## src/rtl/byte_striping_lanes.sv

```systemverilog
// Round-robin byte/K-symbol striper: packs an STP/SDP..END/EDB framed stream into LANES-wide
// registered lane words, IDL-padded. Define SKP_INSERT_EN for periodic SKP ordered-set insertion.
module byte_striping_lanes #(
  parameter int unsigned LANES        = 4,
  parameter int unsigned BITS         = 8,
  parameter int unsigned SKP_INTERVAL = 64
) (
  input  logic                  CLK,
  input  logic                  RESET_L,
  input  logic [BITS-1:0]       D,
  input  logic                  DK,
  input  logic                  VALID,
  output logic                  READY,
  output logic [LANES*BITS-1:0] LANE_DATA,
  output logic [LANES-1:0]      LANE_K,
  output logic                  LANE_VALID,
  output logic                  ERR
);

  localparam int unsigned IdxW = (LANES > 1) ? $clog2(LANES) : 1;
  localparam logic [IdxW-1:0] LastIdx = IdxW'(LANES - 1);

  localparam logic [BITS-1:0] KStp = BITS'(8'hFB);
  localparam logic [BITS-1:0] KSdp = BITS'(8'h5C);
  localparam logic [BITS-1:0] KEnd = BITS'(8'hFD);
  localparam logic [BITS-1:0] KEdb = BITS'(8'hFE);
  localparam logic [BITS-1:0] KIdl = BITS'(8'h7C);

`ifdef SKP_INSERT_EN
  localparam logic [BITS-1:0] KCom = BITS'(8'hBC);
  localparam logic [BITS-1:0] KSkp = BITS'(8'h1C);
  localparam int unsigned CntW = $clog2(SKP_INTERVAL + 1);
  localparam logic [CntW-1:0] CntMax = CntW'(SKP_INTERVAL);

  typedef enum logic [1:0] {StIdle, StPkt, StSkp} state_e;

  logic [CntW-1:0] cnt_q, cnt_d;
  logic [1:0]      sub_q, sub_d;
  logic            cnt_expired;
`else
  typedef enum logic [0:0] {StIdle, StPkt} state_e;
`endif

  state_e                  state_q, state_d;
  logic [IdxW-1:0]         idx_q, idx_d;
  logic [LANES*BITS-1:0]   buf_q, buf_d;
  logic [LANES-1:0]        bufk_q, bufk_d;
  logic [LANES*BITS-1:0]   lane_data_q;
  logic [LANES-1:0]        lane_k_q;
  logic                    lane_valid_q, err_q;

  logic                    xfer, is_start, is_end;
  logic                    write, pad, emit, err_d;
  logic [IdxW-1:0]         slot;
  logic [LANES*BITS-1:0]   word_data;
  logic [LANES-1:0]        word_k;

`ifdef SKP_INSERT_EN
  assign cnt_expired = (cnt_q >= CntMax);
  assign READY = (state_q != StSkp) && !((state_q == StIdle) && cnt_expired);
`else
  assign READY = 1'b1;
`endif

  assign xfer     = VALID & READY;
  assign is_start = DK && ((D == KStp) || (D == KSdp));
  assign is_end   = DK && ((D == KEnd) || (D == KEdb));

  always_comb begin
    state_d   = state_q;
    idx_d     = idx_q;
    buf_d     = buf_q;
    bufk_d    = bufk_q;
    write     = 1'b0;
    pad       = 1'b0;
    emit      = 1'b0;
    err_d     = 1'b0;
    slot      = idx_q;
    word_data = buf_q;
    word_k    = bufk_q;
`ifdef SKP_INSERT_EN
    cnt_d = cnt_expired ? cnt_q : cnt_q + CntW'(1);
    sub_d = sub_q;
`endif

    case (state_q)
      StIdle: begin
`ifdef SKP_INSERT_EN
        if (cnt_expired) begin
          state_d = StSkp;
        end else
`endif
        if (xfer) begin
          if (is_start) begin
            write   = 1'b1;
            slot    = '0;
            state_d = StPkt;
          end else begin
            err_d = 1'b1;
          end
        end
      end
      StPkt: begin
        if (xfer) begin
          write = 1'b1;
          if (is_start) begin
            // Framing error: restart the word with this start symbol.
            err_d = 1'b1;
            slot  = '0;
          end else if (is_end) begin
            pad     = 1'b1;
            state_d = StIdle;
          end
        end
      end
`ifdef SKP_INSERT_EN
      StSkp: begin
        emit      = 1'b1;
        word_data = {LANES{(sub_q == 2'd0) ? KCom : KSkp}};
        word_k    = '1;
        sub_d     = sub_q + 2'd1;
        if (sub_q == 2'd3) begin
          state_d = StIdle;
          cnt_d   = '0;
          sub_d   = '0;
        end
      end
`endif
      default: state_d = StIdle;
    endcase

    if (write) begin
      word_data[int'(slot)*BITS +: BITS] = D;
      word_k[slot]                       = DK;
      if (pad) begin
        for (int n = 0; n < int'(LANES); n++) begin
          if (n > int'(slot)) begin
            word_data[n*BITS +: BITS] = KIdl;
            word_k[n]                 = 1'b1;
          end
        end
      end
      buf_d  = word_data;
      bufk_d = word_k;
      if (pad || (slot == LastIdx)) begin
        emit  = 1'b1;
        idx_d = '0;
      end else begin
        idx_d = slot + IdxW'(1);
      end
    end
  end

  always_ff @(posedge CLK or negedge RESET_L) begin
    if (!RESET_L) begin
      state_q      <= StIdle;
      idx_q        <= '0;
      buf_q        <= '0;
      bufk_q       <= '0;
      lane_data_q  <= '0;
      lane_k_q     <= '0;
      lane_valid_q <= 1'b0;
      err_q        <= 1'b0;
`ifdef SKP_INSERT_EN
      cnt_q        <= '0;
      sub_q        <= '0;
`endif
    end else begin
      state_q      <= state_d;
      idx_q        <= idx_d;
      buf_q        <= buf_d;
      bufk_q       <= bufk_d;
      lane_valid_q <= emit;
      err_q        <= err_d;
      if (emit) begin
        lane_data_q <= word_data;
        lane_k_q    <= word_k;
      end
`ifdef SKP_INSERT_EN
      cnt_q        <= cnt_d;
      sub_q        <= sub_d;
`endif
    end
  end

  assign LANE_DATA  = lane_data_q;
  assign LANE_K     = lane_k_q;
  assign LANE_VALID = lane_valid_q;
  assign ERR        = err_q;

endmodule

```

## config.mk

```make
export PLATFORM = sky130hd
export DESIGN_NAME = byte_striping_lanes
export DESIGN_NICKNAME = d
export VERILOG_FILES = /design/src/rtl/byte_striping_lanes.sv
export SDC_FILE = /design/constraint.sdc
export NUM_CORES = 1
export LEC_CHECK = 0
export CAP_MARGIN = 20
export CORE_UTILIZATION = 59
export DETAILED_ROUTE_END_ITERATION = 16
export GPL_TIMING_DRIVEN = 0
export PLACE_DENSITY = 0.83
export RECOVER_POWER = 100
export SLEW_MARGIN = 0
export SYNTH_ARGS = -nofsm -noshare
export SYNTH_HDL_FRONTEND = slang
export SYNTH_SLANG_ARGS = --single-unit
export TNS_END_PERCENT = 50
```

## constraint.sdc

```tcl
create_clock -name CLK -period 5.5 [get_ports CLK]
set_input_delay 1.1 -clock CLK [delete_from_list [all_inputs] [get_ports CLK]]
set_output_delay 1.1 -clock CLK [all_outputs]
set_load 0.02 [all_outputs]
```

==> After elaboration in Yosys (flattened, before gate mapping) <==
Cells that the tools add are included.
Widths: inputs -> output; s select.
{ "op_classes": {"addsub": 2, "magnitude_cmp": 5, "n_eq_ne": 5, "shifts": 2, "muxes": 34, "bitwise": 1, "n_reduce_logical": 6} }
{ "op_table": {"columns": ["cell", "n"], "rows": [
  ["$neg 5->34", 1],
  ["$shift 8x34->32 const A", 1],
  ["$shiftx 8x34->32", 1],
  ["$bwmux 32", 1],
  ["$mux 32", 1],
  ["$eq 8x8->1 const B", 3],
  ["$mux 24", 1],
  ["$mux 8", 3],
  ["$mux 1", 18],
  ["$eq 8x7->1 const B", 1],
  ["$mux 2", 3],
  ["$pmux 1 s2", 3],
  ["$bwmux 4", 1],
  ["$gt 2x2->1 const A", 2],
  ["$mux 4", 1],
  ["$logic_and 1x1->1", 3],
  ["$logic_or 1x1->1", 3],
  ["$lt 2x3->1 const B", 1],
  ["$mux 3", 1],
  ["$add 2x1->2 const B", 1],
  ["$demux 1 s2", 1],
  ["$eq 2x2->1 const B", 1],
  ["$ge 2x1->1 const B", 1],
  ["$gt 1x2->1 const A", 1],
  ["$not 1->1", 1]
]} }
{ "totals": {"register_bits": 77, "inputBits": 12, "output_inout_bits": 39, "word_cells": 63} }

==> Longest topological paths before layout <==
Gate-level depths: netlist of the first run.
{ "depth": {"depth_word": 13, "depth_mapped": 16} }

==> Least setup slack after synthesis of the first run <==
OpenSTA, ideal clock, no wires.
{ "synth_path": {"path_kind": "input port to flip-flop", "start": "input D[7]", "end": "register buf_q[16]", "setup_time_ns": 0.067, "arrival_time_ns": 4.137, "required_time_ns": 5.433, "path_slack_ns": 1.296, "cell_stages": 13, "path_cell_list": "buf_2 -> nand4_1 -> or4b_4 -> a21o_1 -> clkbuf_1 -> buf_1 -> nand2_1 -> ha_1 -> nor2_1 -> and2_1 -> buf_1 -> a21boi_0 -> a32o_1"} }
{ "synth_between": {"elab_chain_len": 11, "word_cells_on_any_way": 25} }
{ "synth_lines": {"columns": ["element", "line_no", "source"], "rows": [
  ["start, declared", "10", "input logic [BITS-1:0] D,"],
  ["$eq 8x8->1 / $eq 8x7->1 (equally long branches)", "66", "assign is_start = DK && ((D == KStp) || (D == KSdp));"],
  ["$logic_or 1x1->1", "66", null],
  ["$logic_and 1x1->1", "66", null],
  ["$mux 2", "94, 106", null],
  ["$mux 2", "93, 104", null],
  ["$neg 5->34", "133", "word_data[int'(slot)*BITS +: BITS] = D;"],
  ["$shiftx 8x34->32 / $shift 8x34->32 (equally long branches)", "133", null],
  ["$bwmux 32", "133", null],
  ["$mux 8", "137", "if (n > int'(slot)) begin"],
  ["$mux 24", "135", "if (pad) begin"],
  ["$mux 32 (*)", null, null],
  ["end signal, assigned", "171", "buf_q <= buf_d;"],
  ["end, declared", "46", "logic [LANES*BITS-1:0] buf_q, buf_d;"]
]} }
Mark *: on every way between the ends. The rest lies on a longest branch, timed or not.
A chain may end at the register's enable or synchronous reset.

==> Worst setup path in the final report of the first run <==
{ "layout_path": {"start": "input D[4]", "end": "register buf_q[16]"} }
Same word-level chain as after synthesis.

==> results of run 1 <==
-- worst register-to-register path, cell delays in order, from the launching register on --
cell and delay [ps]:
dfrtp_1 390, clkbuf_1 420, nand2_1 260, inv_1 170
ha_1 190, inv_1 100, o41ai_1 160, o21ai_0 670
inv_2 180, buf_4 220, buf_4 230, o32a_1 180
-- logic make-up after synthesis --
kind of cell / count (synthesis) / synth area share
xor gates and xnor gates: 2 / 0.004492
muxes: 5 / 0.01444
other: 1 / 0.0009615
and+or+nand+nor: 112 / 0.1424
AOI/OAI and AO/OA: 144 / 0.2737
buffers and inverters: 50 / 0.05390
adders and majority gates: 7 / 0.02246
DFF: 76 / 0.4876
-- power groups by stage --
stage	clock network [mW]	logic, mW	registers, mW
6_report	0.437	0.635	0.693
3_3_place_gp	0	0.619	0.700
5_1_grt	0.458	0.693	0.703
3_5_place_dp	0	0.636	0.704
4_1_cts	0.438	0.641	0.693
2_1_floorplan	0	0.379	0.740
-- area by class of cell --
type                    count  area share
well taps                  77     0.02067
multi-input cells         271      0.3828
repair buffers             48      0.1004
plain buffers              31     0.02953
flip-flops and latches     76      0.4081
clock inverters             6     0.01369
inverters                  19     0.01530
clock buffers              10     0.02953
-- sequential cells by signal (all words and copies together) (netlist names) --
name,cells
buf_q,32
ERR,1
LANE_VALID,1
LANE_DATA,32
LANE_K,4
bufk_q,3
idx_q,2
state_q,1
-- per-layer routing --
layer  global-route usage  share of wire  vias up
li1                     -              -     1582
met1               0.4158           0.40     1724
met2               0.5373           0.49      198
met3              0.06859          0.087       26
met4               0.1129          0.022        0
met5                    0              0        -
-- worst paths after layout --
check / startpoint / cells past startpoint / endpoint / slack, ps
max in group asynchronous: RESET_L / 2 / LANE_DATA[29]$_DFFE_PN0P_ / 1260
min in group asynchronous: RESET_L / 1 / buf_q[22]$_DFF_PN0_ / 880
max: D[4] / 13 / buf_q[16]$_DFF_PN0_ / 200
min: buf_q[0]$_DFF_PN0_ / 1 / buf_q[0]$_DFF_PN0_ / 480
max reg2reg: idx_q[0]$_DFFE_PN0P_ / 11 / LANE_DATA[7]$_DFFE_PN0P_ / 2280
min reg2reg: buf_q[0]$_DFF_PN0_ / 1 / buf_q[0]$_DFF_PN0_ / 480
-- cells in the final DEF, fill, tap and decap left out, drive strengths merged, types with 3 or more instances in the layout --
cell type      count
dfrtp             76
dlygate4sd3       39
nand2             36
a21oi             33
clkbuf            32
o32a              23
o21ai             21
inv               19
nor2              17
nor3              17
nor2b             15
buf               11
a21o              10
o2bb2ai            8
and2               8
o22a               7
ha                 7
clkdlybuf4s50      7
a22o               6
a32o               5
o21bai             5
mux2               5
nor4               4
nand3              4
o22ai              3
o211ai             3
o32ai              3
a21boi             3
nand2b             3
and3               3
a221o              3
a31oi              3
clkinv             3
-- stage by stage --
stage                       util  worst slack (ps)
after floorplan                -              1296
after global placement    0.7034             49.67
after detailed placement  0.7074             46.59
after CTS                 0.7391             319.3
after global routing      0.7340             59.24
final                     0.7340             203.6
==> impl_metrics.csv, run 1 <==
group,metric,value,unit
status,status,"finished, violations left",
worst_setup_path,worstPathMaxFanout,10,
worst_setup_path,cp_data_arrival_time,5590,ps
power_and_ir_drop,pwr-share-seq,0.392,
die,rows,29,
synth,synth_edf_count,0,
final_layout,layout.nets,475,
synth,synth.distinct_cells,50,
synth,synth_ff_type,"dfrtp_1",
placement,placedCellCount,522,
final_layout,fillers,491,
worst_setup_path,critPathRequiredTime,5790,ps
cts,cts_buffers,9,
synth,syn_inst,397,
placement,io_buffers,47,
power_and_ir_drop,leakage,2.154,nW
timing,slew_headroom,-1.001,
placement,gp_congestion,0.8982,
timing,tightest_slew,3002,ps
timing,min_period,5296,ps
route,drtAntennaViolNets,0,
timing,fin_skew,7.547,ps
power_and_ir_drop,p_total,1.765,mW
worst_setup_path,cp-end-kind,"register",
synth,synth.avg_cell_area,9.824,sq um
worst_setup_path,critPathBufInv,4,
power_and_ir_drop,switching_power,662.9,uW
hold_path,hp-class,"reg -> reg",
final_layout,drive_gt1_frac,0.07809,
synth,synth_area_leader_cell,"dfrtp_1",
worst_setup_path,slowest_delay,640,ps
route,route.detailed.drc,0,
cts,cts_root_buf,"clkbuf_8",
synth,ys_ff_latch,76,
cts,clkTransAtPathRegs,80,ps
final_layout,multi_input_area,1784,sq um
worst_setup_path,critPathLaunchType,"input pin",
timing,max_freq,188.8,MHz
status,failed_checks,"capacitance limit, slew limit",
die,fp.dieW,83.30,microns
cts,cts_tree,"yes",
synth,synth_area_leaders,"dfrtp_1, o32a_1, a21oi_1",
flow_run,cap_violations,1,
timing,setup_tns,0,ps
placement,hpwl,7375,microns
synth,yosysMostFrequentCell,"dfrtp_1",
route,routedWlPerCell,19.90,microns
cts,post_cts_buffers,0,
timing,finalHoldWorstSlack,481.3,ps
power_and_ir_drop,powerDensity,378.6,nW/um^2
worst_setup_path,critPathSlowestCell,"clkdlybuf4s50_1",
final_layout,final_cell_count_no_fill,538,
global_route,grt_max_degree,58,
cts,clk_path_buf_depth,2,
cts,ctsResizeCount,0,
worst_setup_path,path_common_cell,"clkbuf_1",
route,via_per_inst,6.561,
synth,syn_nets,416,
worst_setup_path,crit_family,"simple AND/OR/NAND/NOR gates",
cts,cts_max_level,3,
placement,postPlaceCellArea,4492,sq um
global_route,grt_pass1_wl,17410,microns
die,core_area,6350,sq um
synth,netlist_area,3900,sq um
die,die_area,6939,sq um
synth,yosysWarnings,0,
cts,cts_sinks,76,
timing,period_share,0.9630,
timing,setup_viol_count_final,0,
worst_setup_path,path_class,"in -> reg",
global_route,antenna_found_initial,0,
timing,hold_viol,0,
route,num_vias,3530,
die,io_pins,51,
route,initialDrtViolationCount,307,
final_layout,ff_latch_area,1902,sq um
cts,clock_latency,360,ps
power_and_ir_drop,p_sw_frac,0.3757,
timing,rsz0062_at_grt,"no",
synth,synth_common_cells,"dfrtp_1, nand2_1, a21oi_1",
die,initial_core_util,0.6142,
global_route,grt-ovfl-total,0,
synth,synthArstFlopShare,1.000,
power_and_ir_drop,p_int,1.102,mW
cts,cts_hold_buf,0,
route,wirelength,10710,microns
global_route,grt_pass1_vias,3523,
route,drtPass1Iterations,5,
timing,slew_viol_final,58,
final_layout,syn_to_final_growth,19.51,%
power_and_ir_drop,comb_power_share,0.360,
synth,ys_seq_area_frac,0.4876,
synth,netlist.area_leader.share,0.4876,
power_and_ir_drop,peakVddDrop,0.2731,mV
worst_setup_path,crit_chain,"clkdlybuf4s50_1, nand4_1, or4b_4, a21o_1, clkbuf_1, clkbuf_1, nand2_1, ha_1, nor2_1, and2_0, clkbuf_1, a21boi_0, a32o_1",
power_and_ir_drop,p_clk_frac,0.248,
final_layout,n_antenna_cell,0,
die,fp.dieH,83.30,microns
final_layout,stdcell_area,4661,sq um
global_route,track_usage,0.3219,
Note: power is estimated with default switching activity, not from simulation.
==> inputs of run 2 (changes only) <==
- GPL_ROUTABILITY_DRIVEN: not set -> 0
- GPL_TIMING_DRIVEN: 0 -> not set
==> impl_metrics.csv, run 2 (same netlist as run 1, synthesis figures left out) <==
group,metric,value,unit
route,routedWlPerCell,19.35,microns
worst_setup_path,critPathBufInv,3,
timing,period_share,0.9110,
die,fp.dieH,83.30,microns
power_and_ir_drop,powerDensity,395.9,nW/um^2
timing,rsz0062_at_grt,"no",
worst_setup_path,crit_family,"buffers and inverters",
worst_setup_path,critPathLaunchType,"input pin",
cts,clkTransAtPathRegs,80,ps
final_layout,n_antenna_cell,0,
timing,fin_skew,11.87,ps
worst_setup_path,worstPathMaxFanout,30,
final_layout,layout.nets,453,
global_route,antenna_found_initial,0,
placement,placedCellCount,499,
timing,min_period,5010,ps
final_layout,syn_to_final_growth,18.35,%
cts,cts_max_level,3,
timing,setup_viol_count_final,0,
worst_setup_path,cp_data_arrival_time,5260,ps
cts,cts_tree,"yes",
final_layout,drive_gt1_frac,0.06150,
die,initial_core_util,0.6142,
route,num_vias,3380,
global_route,grt_pass1_wl,16520,microns
cts,post_cts_buffers,0,
cts,clock_latency,360,ps
die,rows,29,
cts,ctsResizeCount,0,
power_and_ir_drop,peakVddDrop,0.2202,mV
global_route,grt-ovfl-total,0,
cts,cts_hold_buf,0,
final_layout,fillers,466,
timing,finalHoldWorstSlack,480.7,ps
timing,slew_viol_final,77,
power_and_ir_drop,p_total,1.827,mW
cts,cts_buffers,9,
die,io_pins,51,
final_layout,layout_common_cells,"dfrtp_1, dlygate4sd3_1, nand2_1",
final_layout,final_cell_count_no_fill,516,
route,initialDrtViolationCount,357,
worst_setup_path,slowest_delay,1010,ps
cts,cts_sinks,76,
final_layout,final_util,0.7269,
worst_setup_path,path_class,"in -> reg",
flow_run,cap_violations,1,
worst_setup_path,cp-end-kind,"register",
timing,hold_viol,0,
timing,max_freq,199.6,MHz
placement,hpwl,6455,microns
worst_setup_path,path_common_cell,"clkbuf_1",
die,fp.dieW,83.30,microns
timing,slew_headroom,-1.656,
route,via_per_inst,6.550,
status,status,"finished, violations left",
status,failed_checks,"capacitance limit, slew limit",
route,drtAntennaViolNets,0,
route,drtPass1Iterations,5,
hold_path,hp-class,"reg -> reg",
timing,setup_tns,0,ps
power_and_ir_drop,leakage,2.138,nW
placement,io_buffers,49,
final_layout,layout_commonest_cell,"dfrtp_1",
worst_setup_path,critPathRequiredTime,5750,ps
route,wirelength,9984,microns
cts,clk_path_buf_depth,2,
cts,cts_root_buf,"clkbuf_8",
worst_setup_path,crit_chain,"dlygate4sd3_1, nand4_1, or4b_1, a21oi_1, clkbuf_1, nor2_1, clkbuf_1, o32a_1",
timing,tightest_slew,3983,ps
die,core_area,6350,sq um
global_route,track_usage,0.3016,
worst_setup_path,critPathSlowestCell,"clkbuf_1",
global_route,grt_max_degree,77,
route,route.detailed.drc,0,
die,die_area,6939,sq um
global_route,grt_pass1_vias,3363,
-- run 2: changes by cell type in the layout (fill, tap and decap cells not counted), moves of 2 or more --
cell        previous run  this run
buf_2                  7         0
buf_4                  3         5
clkbuf_1              21         5
clkinvlp_4             2         0
bufinv_16              1         3
-- run 2: worst paths after layout --
check                                      from                   endpoint  slack [ps]  cells after the start
setup / recovery                           D[6]   LANE_DATA[0]$_DFFE_PN0P_         490                      8
setup reg to reg           idx_q[0]$_DFFE_PN0P_      LANE_K[2]$_DFFE_PN0P_        2130                      8
hold / removal               buf_q[3]$_DFF_PN0_         buf_q[3]$_DFF_PN0_         480                      1
hold reg to reg              buf_q[3]$_DFF_PN0_         buf_q[3]$_DFF_PN0_         480                      1
max in group asynchronous               RESET_L  LANE_DATA[22]$_DFFE_PN0P_        1130                      1
min in group asynchronous               RESET_L       LANE_VALID$_DFF_PN0_        2110                      1
-- run 2: per-layer routing --
| metal | track usage | routed length (microns) | vias up |
|---|---|---|---|
| met5 | 0 | 0 | - |
| met4 | 0.1332 | 211 | 0 |
| met3 | 0.05368 | 644 | 32 |
| met2 | 0.4925 | 4838 | 148 |
| met1 | 0.3948 | 4290 | 1667 |
| li1 | - | - | 1533 |
-- run 2: through the flow --
| stage | cell area (sq um) | setup WS, ps |
|---|---|---|
| global route | 4616 | 312.9 |
| CTS | 4638 | 909.0 |
| detailed placement | 4398 | 559.0 |
| global placement | 4398 | 802.3 |
| finish | 4616 | 489.5 |
| floorplan | 3900 | 1296 |
-- run 2: area by class of cell --
type / count / area (sq um) / area share
sequential: 76 / 1902 / 0.4120
timing repair buffer: 57 / 533.0 / 0.1155
tap: 77 / 96.34 / 0.02087
multi-input combinational: 271 / 1773 / 0.3841
inverter: 19 / 71.32 / 0.01545
clock buffer: 10 / 127.6 / 0.02765
clock inverter: 6 / 112.6 / 0.02440
-- run 2: report_power, final --
part,internal (mW),leakage [nW],switching [mW],total [mW]
logic,0.230,1.01,0.370,0.600
clock network,0.302,0.120,0.212,0.514
registers,0.643,1.01,0.0696,0.713
